<file path="config.mk">
export PLATFORM = sky130hd
export DESIGN_NAME = dsp_ctrl_ex_pipe
export DESIGN_NICKNAME = d
export VERILOG_FILES = /design/src/rtl/dsp_ctrl_pkg.sv /design/src/rtl/dsp_ctrl_ex_pipe_nest_cnt.sv /design/src/rtl/dsp_ctrl_ex_pipe.sv
export SDC_FILE = /design/constraint.sdc
export NUM_CORES = 1
export LEC_CHECK = 0
export CAP_MARGIN = 10
export CORE_MARGIN = 2
export CORE_UTILIZATION = 40
export CTS_CLUSTER_DIAMETER = 120
export DETAILED_ROUTE_END_ITERATION = 16
export MAX_ROUTING_LAYER = met4
export SLEW_MARGIN = 20
export SYNTH_ARGS = -nofsm -noshare
export SYNTH_HDL_FRONTEND = slang
export SYNTH_HIERARCHICAL = 1
export SYNTH_SLANG_ARGS = --single-unit
</file>
<file path="constraint.sdc">
create_clock -name clk -period 8.1 [get_ports clk]
set_input_delay 1.62 -clock clk [delete_from_list [all_inputs] [get_ports clk]]
set_output_delay 1.62 -clock clk [all_outputs]
set_load 0.03 [all_outputs]
</file>
<file path="src/rtl/dsp_ctrl_pkg.sv">
// dsp_ctrl_pkg: shared FSM/loop-order types and default widths for the DSP execution controller
`ifndef HW_DSP_PE_ROWS
`define HW_DSP_PE_ROWS 4
`endif
`ifndef HW_DSP_PE_COLS
`define HW_DSP_PE_COLS 4
`endif
`ifndef HW_BP_ACT_BUF_DEPTH
`define HW_BP_ACT_BUF_DEPTH 10
`endif
`ifndef HW_BP_WGT_BUF_DEPTH
`define HW_BP_WGT_BUF_DEPTH 10
`endif
`ifndef HW_BP_OUT_BUF_DEPTH
`define HW_BP_OUT_BUF_DEPTH 12
`endif
package dsp_ctrl_pkg;
  localparam int CFG_DIM_W = 8;
  localparam int CFG_ACT_AW = `HW_BP_ACT_BUF_DEPTH;
  typedef enum logic {IDLE, RUN} state_t;
  typedef enum logic {ORD_HW_K, ORD_K_HW} order_t;
  typedef struct packed {
    logic [CFG_DIM_W-1:0] k;
    logic [CFG_DIM_W-1:0] hw;
    logic [CFG_ACT_AW-1:0] cij;
    logic [CFG_ACT_AW+CFG_DIM_W-1:0] hwcij;
    order_t order;
  } cfg_t;
endpackage

</file>
<file path="src/rtl/dsp_ctrl_ex_pipe_nest_cnt.sv">
// nest_cnt: wrapping loop counter with two running base accumulators that clear on wrap
module nest_cnt #(
  parameter int CW = 8,
  parameter int BW = 16
) (
  input  logic          clk,
  input  logic          rst,
  input  logic          clr,
  input  logic          en,
  input  logic [CW-1:0] max,
  input  logic [BW-1:0] stride_a,
  input  logic [BW-1:0] stride_b,
  output logic [BW-1:0] base_a,
  output logic [BW-1:0] base_b,
  output logic          carry
);
  logic [CW-1:0] cnt;
  logic wrap;
  assign wrap = cnt == max;
  assign carry = en && wrap;
  always_ff @(posedge clk)
    if (rst || clr) begin
      cnt <= '0;
      base_a <= '0;
      base_b <= '0;
    end else if (en) begin
      cnt <= wrap ? '0 : cnt + 1'b1;
      base_a <= wrap ? '0 : base_a + stride_a;
      base_b <= wrap ? '0 : base_b + stride_b;
    end
endmodule

</file>
<file path="src/rtl/dsp_ctrl_ex_pipe.sv">
// dsp_ctrl_ex_pipe: execution-phase loop controller emitting act/wgt/out buffer addresses and psum window
module dsp_ctrl_ex_pipe
  import dsp_ctrl_pkg::*;
#(
  parameter int ROWS = `HW_DSP_PE_ROWS,
  parameter int COLS = `HW_DSP_PE_COLS,
  parameter int DIM_W = CFG_DIM_W,
  parameter int ACT_AW = CFG_ACT_AW,
  parameter int WGT_AW = `HW_BP_WGT_BUF_DEPTH,
  parameter int OUT_AW = `HW_BP_OUT_BUF_DEPTH
) (
  input  logic                    clk,
  input  logic                    rst,
  input  logic [DIM_W-1:0]        cfg_K,
  input  logic [DIM_W-1:0]        cfg_HW,
  input  logic [ACT_AW-1:0]       cfg_CIJ,
  input  logic [ACT_AW+DIM_W-1:0] cfg_HWCIJ,
  input  logic                    cfg_order,
  input  logic                    start,
  input  logic                    stall,
  output logic                    busy,
  output logic [ACT_AW-1:0]       act_addr,
  output logic [WGT_AW-1:0]       wgt_addr,
  output logic [OUT_AW-1:0]       out_addr,
  output logic                    addr_valid,
  output logic                    psum_sel,
  output logic                    done
);
  localparam int BW = ACT_AW + DIM_W;
  localparam int PW = $clog2(ROWS + 1);
  if (ROWS < 1 || COLS < 1) begin : g_bad_dims
    $error("dsp_ctrl_ex_pipe: ROWS and COLS must be positive");
  end
  state_t state;
  cfg_t cfg;
  logic ord, accept, zero_cfg, issue, d_carry, mid_carry, out_carry, seg_end;
  logic [DIM_W-1:0] mid_max, out_max;
  logic [BW-1:0] cij_s, d_base, d_base_unused, mid_a, mid_b, out_a, out_b, hw_base, k_base, kh_base;
  logic [BW-1:0] act_sum, wgt_sum, out_sum;
  logic [PW-1:0] psum_cnt;
  assign ord = cfg.order == ORD_K_HW;
  assign accept = state == IDLE && start;
  assign zero_cfg = cfg_K == '0 || cfg_HW == '0 || cfg_CIJ == '0;
  assign issue = state == RUN && !stall;
  assign mid_max = (ord ? cfg.hw : cfg.k) - 1'b1;
  assign out_max = (ord ? cfg.k : cfg.hw) - 1'b1;
  assign cij_s = {{DIM_W{1'b0}}, cfg.cij};
  // The counter playing the K role carries both k*CIJ and k*HWCIJ; the HW role only hw*CIJ
  assign hw_base = ord ? mid_a : out_a;
  assign k_base = ord ? out_a : mid_a;
  assign kh_base = mid_b + out_b;
  assign act_sum = hw_base + d_base;
  assign wgt_sum = k_base + d_base;
  assign out_sum = kh_base + hw_base + d_base;
  nest_cnt #(.CW(ACT_AW), .BW(BW)) u_depth (
    .clk(clk), .rst(rst), .clr(accept), .en(issue), .max(cfg.cij - 1'b1),
    .stride_a(BW'(1)), .stride_b('0), .base_a(d_base), .base_b(d_base_unused), .carry(d_carry)
  );
  nest_cnt #(.CW(DIM_W), .BW(BW)) u_mid (
    .clk(clk), .rst(rst), .clr(accept), .en(d_carry), .max(mid_max),
    .stride_a(cij_s), .stride_b(ord ? '0 : cfg.hwcij), .base_a(mid_a), .base_b(mid_b), .carry(mid_carry)
  );
  nest_cnt #(.CW(DIM_W), .BW(BW)) u_outer (
    .clk(clk), .rst(rst), .clr(accept), .en(mid_carry), .max(out_max),
    .stride_a(cij_s), .stride_b(ord ? cfg.hwcij : '0), .base_a(out_a), .base_b(out_b), .carry(out_carry)
  );
  always_ff @(posedge clk)
    if (rst) begin
      state <= IDLE;
      busy <= 1'b0;
      cfg <= '0;
      act_addr <= '0;
      wgt_addr <= '0;
      out_addr <= '0;
      addr_valid <= 1'b0;
      done <= 1'b0;
      seg_end <= 1'b0;
      psum_cnt <= '0;
      psum_sel <= 1'b0;
    end else begin
      addr_valid <= issue;
      done <= out_carry || (accept && zero_cfg);
      if (accept) cfg <= '{k: cfg_K, hw: cfg_HW, cij: cfg_CIJ, hwcij: cfg_HWCIJ, order: order_t'(cfg_order)};
      if (accept && !zero_cfg) begin
        state <= RUN;
        busy <= 1'b1;
      end else if (out_carry) begin
        state <= IDLE;
        busy <= 1'b0;
      end
      if (issue) begin
        act_addr <= act_sum[ACT_AW-1:0];
        wgt_addr <= wgt_sum[WGT_AW-1:0];
        out_addr <= out_sum[OUT_AW-1:0];
      end
      // seg_end marks the output beat with d = CIJ-1 and survives stalls so the window is not lost
      if (!stall) begin
        seg_end <= d_carry;
        psum_sel <= seg_end || psum_cnt != '0;
        psum_cnt <= seg_end ? PW'(ROWS - 1) : psum_cnt - PW'(psum_cnt != '0);
      end
    end
endmodule

</file>
==> impl_metrics.toml <==
[power]
power_density_nw_per_um2 = 150
leakage_nw = 5.34
peakVddDrop_mv = 0.137

[clocking]
cts_resized = 0
clkLatencyLatePin_ns = 0.44
numCtsBuffers = 17
cts_tree = "yes"
cts.clk_slew.worst_paths_ns = 0.07
cts_hold_buf = 0
root_buffer = "clkbuf_16"
post-cts-setup-buffers = 0
htree_levels = 4
cts_buffer_depth = 2
cts.sinks = 165

[drt]
dr.pass1.iters = 5
drt-wirelength-per-cell_microns = 15.5
route.detailed.drc = 0
vias = 9773
wl_microns = 28900
final_antenna_net_count = 0
post_drt_via_cell_ratio = 5.25
drtIter0Drc = 700

[sta]
max_freq_mhz = 188
layout_min_cycle_time_ns = 5.32
timing.final.max_slew_violations = 0
finClkSkew_ns = 0.0148
grt_setup_unrepaired = "no"
tightestPinTransition_ns = 0.792
final.setup.tns_ns = 0
hold_viol = 0
setup_viol_count_final = 0
slew_headroom_pct = 47.0
worst_slack_ns = 2.78
timing.final.crit_share_pct = 65.7

[run_status]
status = "finished, final reports clean"

[setup_path]
required_ns = 8.47
end_kind = "flop"
cp_max_fo = 42
rr_startpoint = "cfg[21]"
r2r_end = "u_outer/base_b[2]"
r2r_slack_ns = 3.50
timing_worst_setup_path_type = "primary input to flop"
critical_path_arrival_ns = 5.69
start_kind = "primary input"
reg2reg_depth = 16
cp-startpoint = "stall"

[synthesis]
yosysWarnings = 6
netlist_area_sq_um = 11700
syn-mean-instance-area_sq_um = 8.25
syn_inst = 1413

[grt]
grt_max_degree = 54
grt_usage_pct = 19.7
grt_pass1_wl_microns = 47200
globalRouteOverflowTotal = 0
antenna_found_initial = 0
grt_pass1_vias = 9345

[layout]
final_cell_area_sq_um = 13300
fill_cells = 2848
final_util_pct = 46.4
final_layout_size_suffix_gt1_share_pct = 6.09
final_nets = 1640
final_cell_mix = "164 x dfxtp_1, 159 x nand2_1, 121 x nor2_1"
area_delta_synth_final_pct = 14.4
diodes = 0
final_common_cell = "dfxtp_1"

[worst_hold_path]
hp-class = "flop to flop"
worstHoldStart = "act_addr[5]"
hold-path-endpoint = "act_addr[5]"
hold_depth = 2

[floorplanning]
die_h_microns = 175
io-pin-count = 85
coreArea_sq_um = 28700
die_w_microns = 175
die-area_sq_um = 30500
fp-row-count = 62
start_util_pct = 40.6

[placement]
gp_congestion = 0.897
dp_slack_ns = 2.28
io_buffers = 78
place_area_sq_um = 12700
post-dp-hpwl_microns = 21800

[run]
drv_cap = 0
## worst max-delay path, stage by stage
cell and delay, ns:
clkdlybuf4s50_1 0.54, nand2b_2 0.28, inv_2 0.54, inv_2 0.27, nor2_1 0.54, inv_1 0.12, nor3_1 0.53, inv_1 0.12
nor2_1 0.63, buf_4 0.29, a32oi_1 0.10, nor2_1 0.08
## report_power, final
part	internal [W]	switching, W
Combinational	0.000124	0.000157
Clock	0.000480	0.000387
Sequential	0.000829	0.0000254
## sequential cells by signal, indices dropped and copies added (netlist names), 8 cells and up
register,count
u_mid/cnt,8
u_depth/base_a,12
u_outer/cnt,8
u_outer/base_b,12
cfg,38
act_addr,10
u_outer/base_a,12
u_depth/cnt,10
u_mid/base_a,12
u_mid/base_b,12
wgt_addr,10
out_addr,12
## cell type report
type / count / area (sq um) / area share, %
repair buffers: 90 / 866 / 6.50
flip-flops and latches: 165 / 3300 / 24.8
multi-input cells: 1099 / 7710 / 57.9
clock inverters: 14 / 183 / 1.37
clock buffers: 18 / 439 / 3.29
inverters: 92 / 345 / 2.59
well taps: 384 / 480 / 3.60
## metrics by stage
| step | hold slack, ns | power [W] | instances |
|---|---|---|---|
| global route | 0.475 | 0.00209 | 1862 |
| detailed placement | 0.445 | 0.00116 | 1830 |
| CTS | 0.453 | 0.00202 | 1862 |
| floorplan | 0.440 | 0.00108 | 1428 |
| global placement | 0.438 | 0.00115 | 1830 |
| finish | 0.449 | 0.00200 | 1862 |
## worst max-delay path by stage
stage / to / cells past startpoint
after floorplan: u_outer/cnt[2] / 16
after global placement: u_outer/base_b[3] / 12
after detailed placement: u_outer/base_b[2] / 12
after CTS: u_outer/base_b[2] / 12
after global routing: u_outer/cnt[0] / 12
final: u_outer/base_b[2] / 12
## metal layers
layer  track usage (%)  wire [microns]  vias to the layer above
li1                  -               -                     4993
met1              24.9           13600                     4566
met2              32.7           13600                      187
met3              3.02            1020                       27
met4              5.87             686                        0
met5                 -               0                        -
(Power assumes the default switching activity.)
